<file path="src/rtl/ahb_split_slave_ctrl.sv">
// Split-capable AHB slave response controller.
// Issues OKAY/wait/SPLIT/ERROR and releases split masters via HSPLITx.
module ahb_split_slave_ctrl #(
  parameter int unsigned MAX_WAIT = 15
) (
  input  logic        HCLK,
  input  logic        HRESETn,
  input  logic        HSEL,
  input  logic [1:0]  HTRANS,
  input  logic        HREADY,
  input  logic [3:0]  HMASTER,
  input  logic        HMASTLOCK,
  input  logic        busy_i,
  output logic        HREADYOUT,
  output logic [1:0]  HRESP,
  output logic [15:0] HSPLITx,
  output logic        xfer_accept_o
);

  localparam logic [2:0] S_IDLE   = 3'd0;
  localparam logic [2:0] S_WAIT   = 3'd1;
  localparam logic [2:0] S_SPLIT1 = 3'd2;
  localparam logic [2:0] S_SPLIT2 = 3'd3;
  localparam logic [2:0] S_ERR1   = 3'd4;
  localparam logic [2:0] S_ERR2   = 3'd5;

  localparam logic [7:0] WLAST = 8'(MAX_WAIT - 1);

  logic [2:0]  state_q;
  logic [2:0]  state_d;
  logic [7:0]  wait_cnt;
  logic [3:0]  mst_q;
  logic [15:0] pending;
  logic [15:0] pend_set;
  logic        acc_q;
  logic        valid;
  logic        start;
  logic        rel;
  logic        unused_ok;

  assign unused_ok = HTRANS[0];
  assign valid = HSEL & HTRANS[1] & HREADY;

  // A new transfer is only decided in IDLE or as a locked wait completes.
  assign start = valid & ((state_q == S_IDLE) |
                          ((state_q == S_WAIT) & ~busy_i));

  assign pend_set = (state_q == S_SPLIT1) ? (16'd1 << mst_q) : 16'd0;

  assign rel = ~busy_i & (|pending) &
               (state_q != S_SPLIT1) & (state_q != S_SPLIT2);

  always_comb begin
    state_d = state_q;
    unique case (state_q)
      S_IDLE:   state_d = S_IDLE;
      S_WAIT: begin
        if (!busy_i)
          state_d = S_IDLE;
        else if (wait_cnt == WLAST)
          state_d = S_ERR1;
      end
      S_SPLIT1: state_d = S_SPLIT2;
      S_SPLIT2: state_d = S_IDLE;
      S_ERR1:   state_d = S_ERR2;
      S_ERR2:   state_d = S_IDLE;
      default:  state_d = S_IDLE;
    endcase
    if (start && busy_i)
      state_d = HMASTLOCK ? S_WAIT : S_SPLIT1;
  end

  always_comb begin
    HREADYOUT     = 1'b1;
    HRESP         = 2'b00;
    xfer_accept_o = 1'b0;
    unique case (state_q)
      S_IDLE:   xfer_accept_o = acc_q;
      S_WAIT: begin
        HREADYOUT     = ~busy_i;
        xfer_accept_o = ~busy_i;
      end
      S_SPLIT1: begin
        HREADYOUT = 1'b0;
        HRESP     = 2'b11;
      end
      S_SPLIT2: HRESP = 2'b11;
      S_ERR1: begin
        HREADYOUT = 1'b0;
        HRESP     = 2'b01;
      end
      S_ERR2:   HRESP = 2'b01;
      default:  HREADYOUT = 1'b1;
    endcase
  end

  always_ff @(posedge HCLK or negedge HRESETn) begin
    if (!HRESETn) begin
      state_q  <= S_IDLE;
      wait_cnt <= 8'd0;
      mst_q    <= 4'd0;
      pending  <= 16'd0;
      HSPLITx  <= 16'd0;
      acc_q    <= 1'b0;
    end else begin
      state_q <= state_d;
      acc_q   <= start & ~busy_i;
      if (start && busy_i && HMASTLOCK)
        wait_cnt <= 8'd0;
      else if (state_q == S_WAIT && wait_cnt != 8'hff)
        wait_cnt <= wait_cnt + 8'd1;
      if (start && busy_i && !HMASTLOCK)
        mst_q <= HMASTER;
      // Bits set by SPLIT1 this cycle survive a concurrent release.
      pending <= rel ? pend_set : (pending | pend_set);
      HSPLITx <= rel ? pending : 16'd0;
    end
  end

endmodule

</file>
<file path="config.mk">
export PLATFORM = sky130hd
export DESIGN_NAME = ahb_split_slave_ctrl
export DESIGN_NICKNAME = d
export VERILOG_FILES = /design/src/rtl/ahb_split_slave_ctrl.sv
export SDC_FILE = /design/constraint.sdc
export NUM_CORES = 1
export LEC_CHECK = 0
export ABC_AREA = 1
export BUFFER_PORTS_ARGS = -buffer_cell sky130_fd_sc_hd__buf_2
export CAP_MARGIN = 0
export CORE_MARGIN = 8
export CORE_UTILIZATION = 45
export CTS_BUF_LIST = sky130_fd_sc_hd__clkbuf_8
export DETAILED_ROUTE_END_ITERATION = 16
export PLACE_DENSITY = 0.68
export SYNTH_ARGS = -nofsm -noshare
export SYNTH_HDL_FRONTEND = slang
export SYNTH_SLANG_ARGS = --single-unit
</file>
<file path="constraint.sdc">
create_clock -name HCLK -period 1.28 [get_ports HCLK]
set_input_delay 0.128 -clock HCLK [delete_from_list [all_inputs] [get_ports HCLK]]
set_output_delay 0.128 -clock HCLK [all_outputs]
set_load 0.01 [all_outputs]
</file>
* After elaboration in Yosys (flattened, before gate mapping)
Cells that the tools add are included.
Storage, ports and cells: flip-flop bits (word level) 48, input port bits 12, output and inout port bits 20, logic and storage cells 53
Operators by class: $add $sub $neg 1, equal/unequal tests 10, shift-type cells 1, muxes and demuxes 13, bitwise operators 11, reduce and logical (&&, ||, !) cells 11
Operators by type and width (count):
- 2-to-1 mux 16 bit | 3
- 2-to-1 mux 8 bit | 2
- OR 16 bit | 1
- OR reduction 16 bit | 1
- << shifter 1 x 4 -> 16 bit, first input constant | 1
- 2-to-1 mux 3 bit | 3
- one-hot mux 3 bit (3 select lines) | 1
- adder 8 x 1 -> 8 bit, second input constant | 1
- bitwise AND 1 bit | 8
- equality test 8 x 4 -> 1 bit, second input constant | 1
- != test 8 bit, second input constant | 1
- equality test 3 x 2 -> 1 bit, second input constant | 2
- equality test 3 bit, second input constant | 2
- != test 3 x 2 -> 1 bit, second input constant | 2
- OR reduction 2 bit | 3
- logical AND 1 bit | 4
- != test 4 x 2 -> 1 bit, second input constant | 1
- one-hot mux 1 bit (2 select lines) | 2
- one-hot mux 2 bit (2 select lines) | 1
- equality test 3 x 1 -> 1 bit, second input constant | 1
- zero test 3 bit | 1
- 2-to-1 mux 2 bit | 1
- nonzero test 2 bit | 1
- zero test 1 bit | 1
- other kinds (2) | 2

* Depth between registers and ports, before layout
depth after elaboration 7, gate-level depth with buffers 10, depth with buffers taken out 9

* Least setup slack after synthesis
OpenSTA, ideal clock, no wires.
path type flip-flop to flip-flop, start register wait_cnt[0], end register wait_cnt[3], setup time 0.122 ns, data arrival time 1.142 ns, data required time 1.158 ns, setup slack 0.016 ns, stages on the path, launching flop included 9, path buffers 1, period minus slack after synthesis 1.264 ns, cell sequence dfrtp_1 -> ha_1 -> inv_1 -> nor2_1 -> nand2_1 -> nand2_2 -> buf_6 -> nor3_1 -> nor2_1
Between the ends: longest elaborated chain between the ends 3, elaborated cells on any way between the ends 6, those cells by class add/sub: 1; eq/ne: 1; mux: 2; reduce/logical: 2
RTL lines:
- start, declared | line 31 | logic [7:0] wait_cnt;
- start signal, assigned | line 111 | wait_cnt <= wait_cnt + 8'd1;
- adder 8 x 1 -> 8 bit or != test 8 bit (tied branches) | line 111, 110
- 2-to-1 mux 8 bit or logical AND 1 bit (tied branches) | line 110 | else if (state_q == S_WAIT && wait_cnt != 8'hff)
- 2-to-1 mux 8 bit or nonzero test 2 bit (tied branches)
Several ways; a longest one is shown, not always the timed one. The select of a mux whose other input is x is not followed. A chain may end at the register's enable or synchronous reset.

* Worst setup path in the final report
start register state_q[0], end output HRESP[0]
Between the ends: longest elaborated chain between the ends 3, elaborated cells on any way between the ends 7, those cells by class eq/ne: 4; mux: 1; reduce/logical: 2
RTL lines:
- start, declared | line 29 | logic [2:0] state_q;
- start signal, assigned | line 106 | state_q <= state_d;
- equality test 3 bit or equality test 3 x 2 -> 1 bit (tied branches) | line 77 | unique case (state_q)
- OR reduction 2 bit (no line)
- one-hot mux 2 bit (2 select lines) (*) | line 77
- end, declared | line 15 | output logic [1:0] HRESP,
Every way passes the cells marked *; elsewhere a longest branch is shown, timed or not.

==> results.cfg <==
[final_layout]
n_antenna_cell = 0
layout.nets = 334
n_fill_cell = 391
final_cell_count_no_fill = 387
drive_gt1_frac = 0.4125
final_common_cell = dfrtp_1
final_area_um2 = 2962
final_cell_mix = dfrtp_1, inv_1, nand2_1
areaGrowthSynthToFinish_pct = 34.03
utilization = 0.6270

[timing]
fmax_mhz = 667.9
min_period_ns = 1.497
slew_violations = 0
period_share = 1.170
clock-skew-final_ns = 0.008165
max-slew-margin-rel = 0.7137
setup_viol = 40
worst-slew-pin-transition_ns = 0.4262
hold_viol = 0
layout_setup_ws_ns = -0.2173
rsz0062_at_grt = true

[route]
drt_wl_total_um = 4695
drc = 0
dr.pass1.iters = 4
postRouteAntennaNets = 0
drtIter0Drc = 121
vias = 1818
post_drt_via_cell_ratio = 4.698
wl_per_cell_um = 12.13

[global_routing]
grt_max_degree = 45
grt_pass1_wl_um = 7479
grtUsageTotal = 0.1252
grt_pass1_vias = 1716
grt_antenna_before_repair = 0
globalRouteOverflowTotal = 0

[yosys]
ys_types = 26
syn_inst = 258
syn-num-nets = 272
yosys_warnings = 0
ys_ff_latch = 48
syn_avg_cell_area_um2 = 8.564
yosysSeqAreaShare = 0.5436
synth_area_um2 = 2210

[worst_hold_path]
holdPathStages = 3
hp-start = HMASTER[1]
min_path_type = in -> reg
min_to = mst_q[1]

[die]
die-area_um2 = 7409
ioPinCount = 32
die_w_um = 86.08
die_y_um = 86.08
start_util = 0.4678
core-area_um2 = 4723
num_rows = 25

[pwr]
static-leakage-power_nw = 1.552
power.total_mw = 5.923
vdd_drop_max_uv = 935.1
power_density_nw_per_um2 = 2000

[cts]
cts_buffers = 5
clk_latency_ns = 0.30
clkSlewWorstSetupHoldPaths_ns = 0.09
cts_tree = yes
clockBufferDepth = 2
cts.sinks = 48
cts_root_buf = clkbuf_8
htreeDepth = 2

[placed_design]
placed_cell_area_um2 = 2547
dpl.hpwl_um = 3042
place.gp.congestion = 0.7905
io_buffers = 30
placedCellCount = 367

[worst_setup_path]
cpPeakStageDelay_ns = 0.41
cp_cell_sequence = inv_2 -> nor2_4 -> buf_6 -> a211o_1 -> buf_2
r2r_setup_slack_ns = -0.13
cp_top_family = flip-flops
reg2regPathDepth = 7
crit_buf_inv = 3
r2r-start = state_q[1]
worst-path-max-fanout = 3
cp.required_ns = 1.15
worstPathArrival_ns = 1.37
crit_path_end_kind = output port
critPathLaunchType = register
r2r_end = mst_q[0]
crit_slowest_cell = dfrtp_1
crit_type = reg -> out

[status]
outcome = complete, but fails checks
violations = negative setup slack

[flow_run]
maxCapViolations = 0
-- worst max path at each step --
| stage | from | end | cells after the start |
|---|---|---|---|
| 2_1_floorplan | wait_cnt[0] | wait_cnt[3] | 8 |
| 3_3_place_gp | state_q[1] | wait_cnt[0] | 6 |
| 3_5_place_dp | wait_cnt[0] | wait_cnt[2] | 8 |
| 4_1_cts | state_q[0] | HRESP[0] | 5 |
| 5_1_grt | state_q[0] | xfer_accept_o | 6 |
| 6_report | state_q[0] | HRESP[0] | 5 |
-- logic make-up after synthesis --
logic type / Yosys count / share of synthesized area
AO/OA/AOI/OAI: 27 / 0.07078
XOR/XNOR: 1 / 0.003964
adder cells (fa/ha/maj): 2 / 0.01132
buffers and inverters: 55 / 0.1014
flip-flops: 48 / 0.5436
AND/OR/NAND/NOR: 125 / 0.2690
-- stage by stage --
stage | TNS (ns) | hold slack, ns | setup slack (ns)
final | -3.533 | 0.06692 | -0.2173
after global routing | -7.709 | 0.06836 | -0.2787
after CTS | -1.379 | 0.06410 | -0.2100
after detailed placement | -0.2975 | -0.03824 | -0.06186
after global placement | -0.09546 | -0.04269 | -0.02127
after floorplan | 0 | -0.1676 | 0.01578
-- power breakdown --
part           leakage, nW  internal, mW  switching [mW]
combinational        0.859          1.23            1.76
clock               0.0400         0.370           0.487
sequential           0.653          1.80           0.275
-- Yosys cell counts, drive strengths merged --
cell | instances | area, um2
a211o | 1 | 8.760
a21oi | 15 | 82.58
buf | 5 | 36.28
dfrtp | 48 | 1201
ha | 2 | 25.02
inv | 50 | 187.7
nand2 | 54 | 217.7
nand3 | 6 | 30.03
nand3b | 1 | 7.510
nand4 | 11 | 75.07
nor2 | 39 | 193.9
nor3 | 14 | 70.07
o21a | 1 | 7.510
o21ai | 10 | 57.55
xor2 | 1 | 8.760
-- sequential cells by signal, summed over array words and instances, names as in the netlist --
register  count
HSPLITx      16
pending      16
wait_cnt      8
mst_q         4
state_q       3
acc_q         1
-- final cells by class --
type                            instances  area [um2]  share of cell area
Sequential cell                        48        1202              0.4060
Multi-Input combinational cell        156       964.7              0.3257
Timing Repair Buffer                   59       441.7              0.1491
Inverter                               50       187.7             0.06337
Tap cell                               67       83.83             0.02831
Clock buffer                            5       68.82             0.02324
Clock inverter                          2       12.51            0.004225
-- metal layers --
layer	up-vias	share of wire	track usage
met4	0	0.019	0.05732
met1	845	0.44	0.1561
met5	-	0	0
met3	9	0.044	0.02961
met2	43	0.49	0.1994
li1	921	-	-
-- worst register-to-register path: stages, from the launching register on --
cell     delay, ns
dfrtp_2       0.45
nor2_4        0.17
nand3_2       0.11
buf_4         0.15
nand2_2       0.07
nand4_1       0.19
nand2_1       0.12
nand2_1       0.05
-- repair_timing --
item	in CTS	in global routing
hold buffers	1	0
pin swaps	7	17
buffers inserted	4	5
gates resized for setup	24	58
endpoints found under the setup margin	15	51
cloned	1	2
hold endpoints to repair	48	0
(Power assumes the default switching activity.)
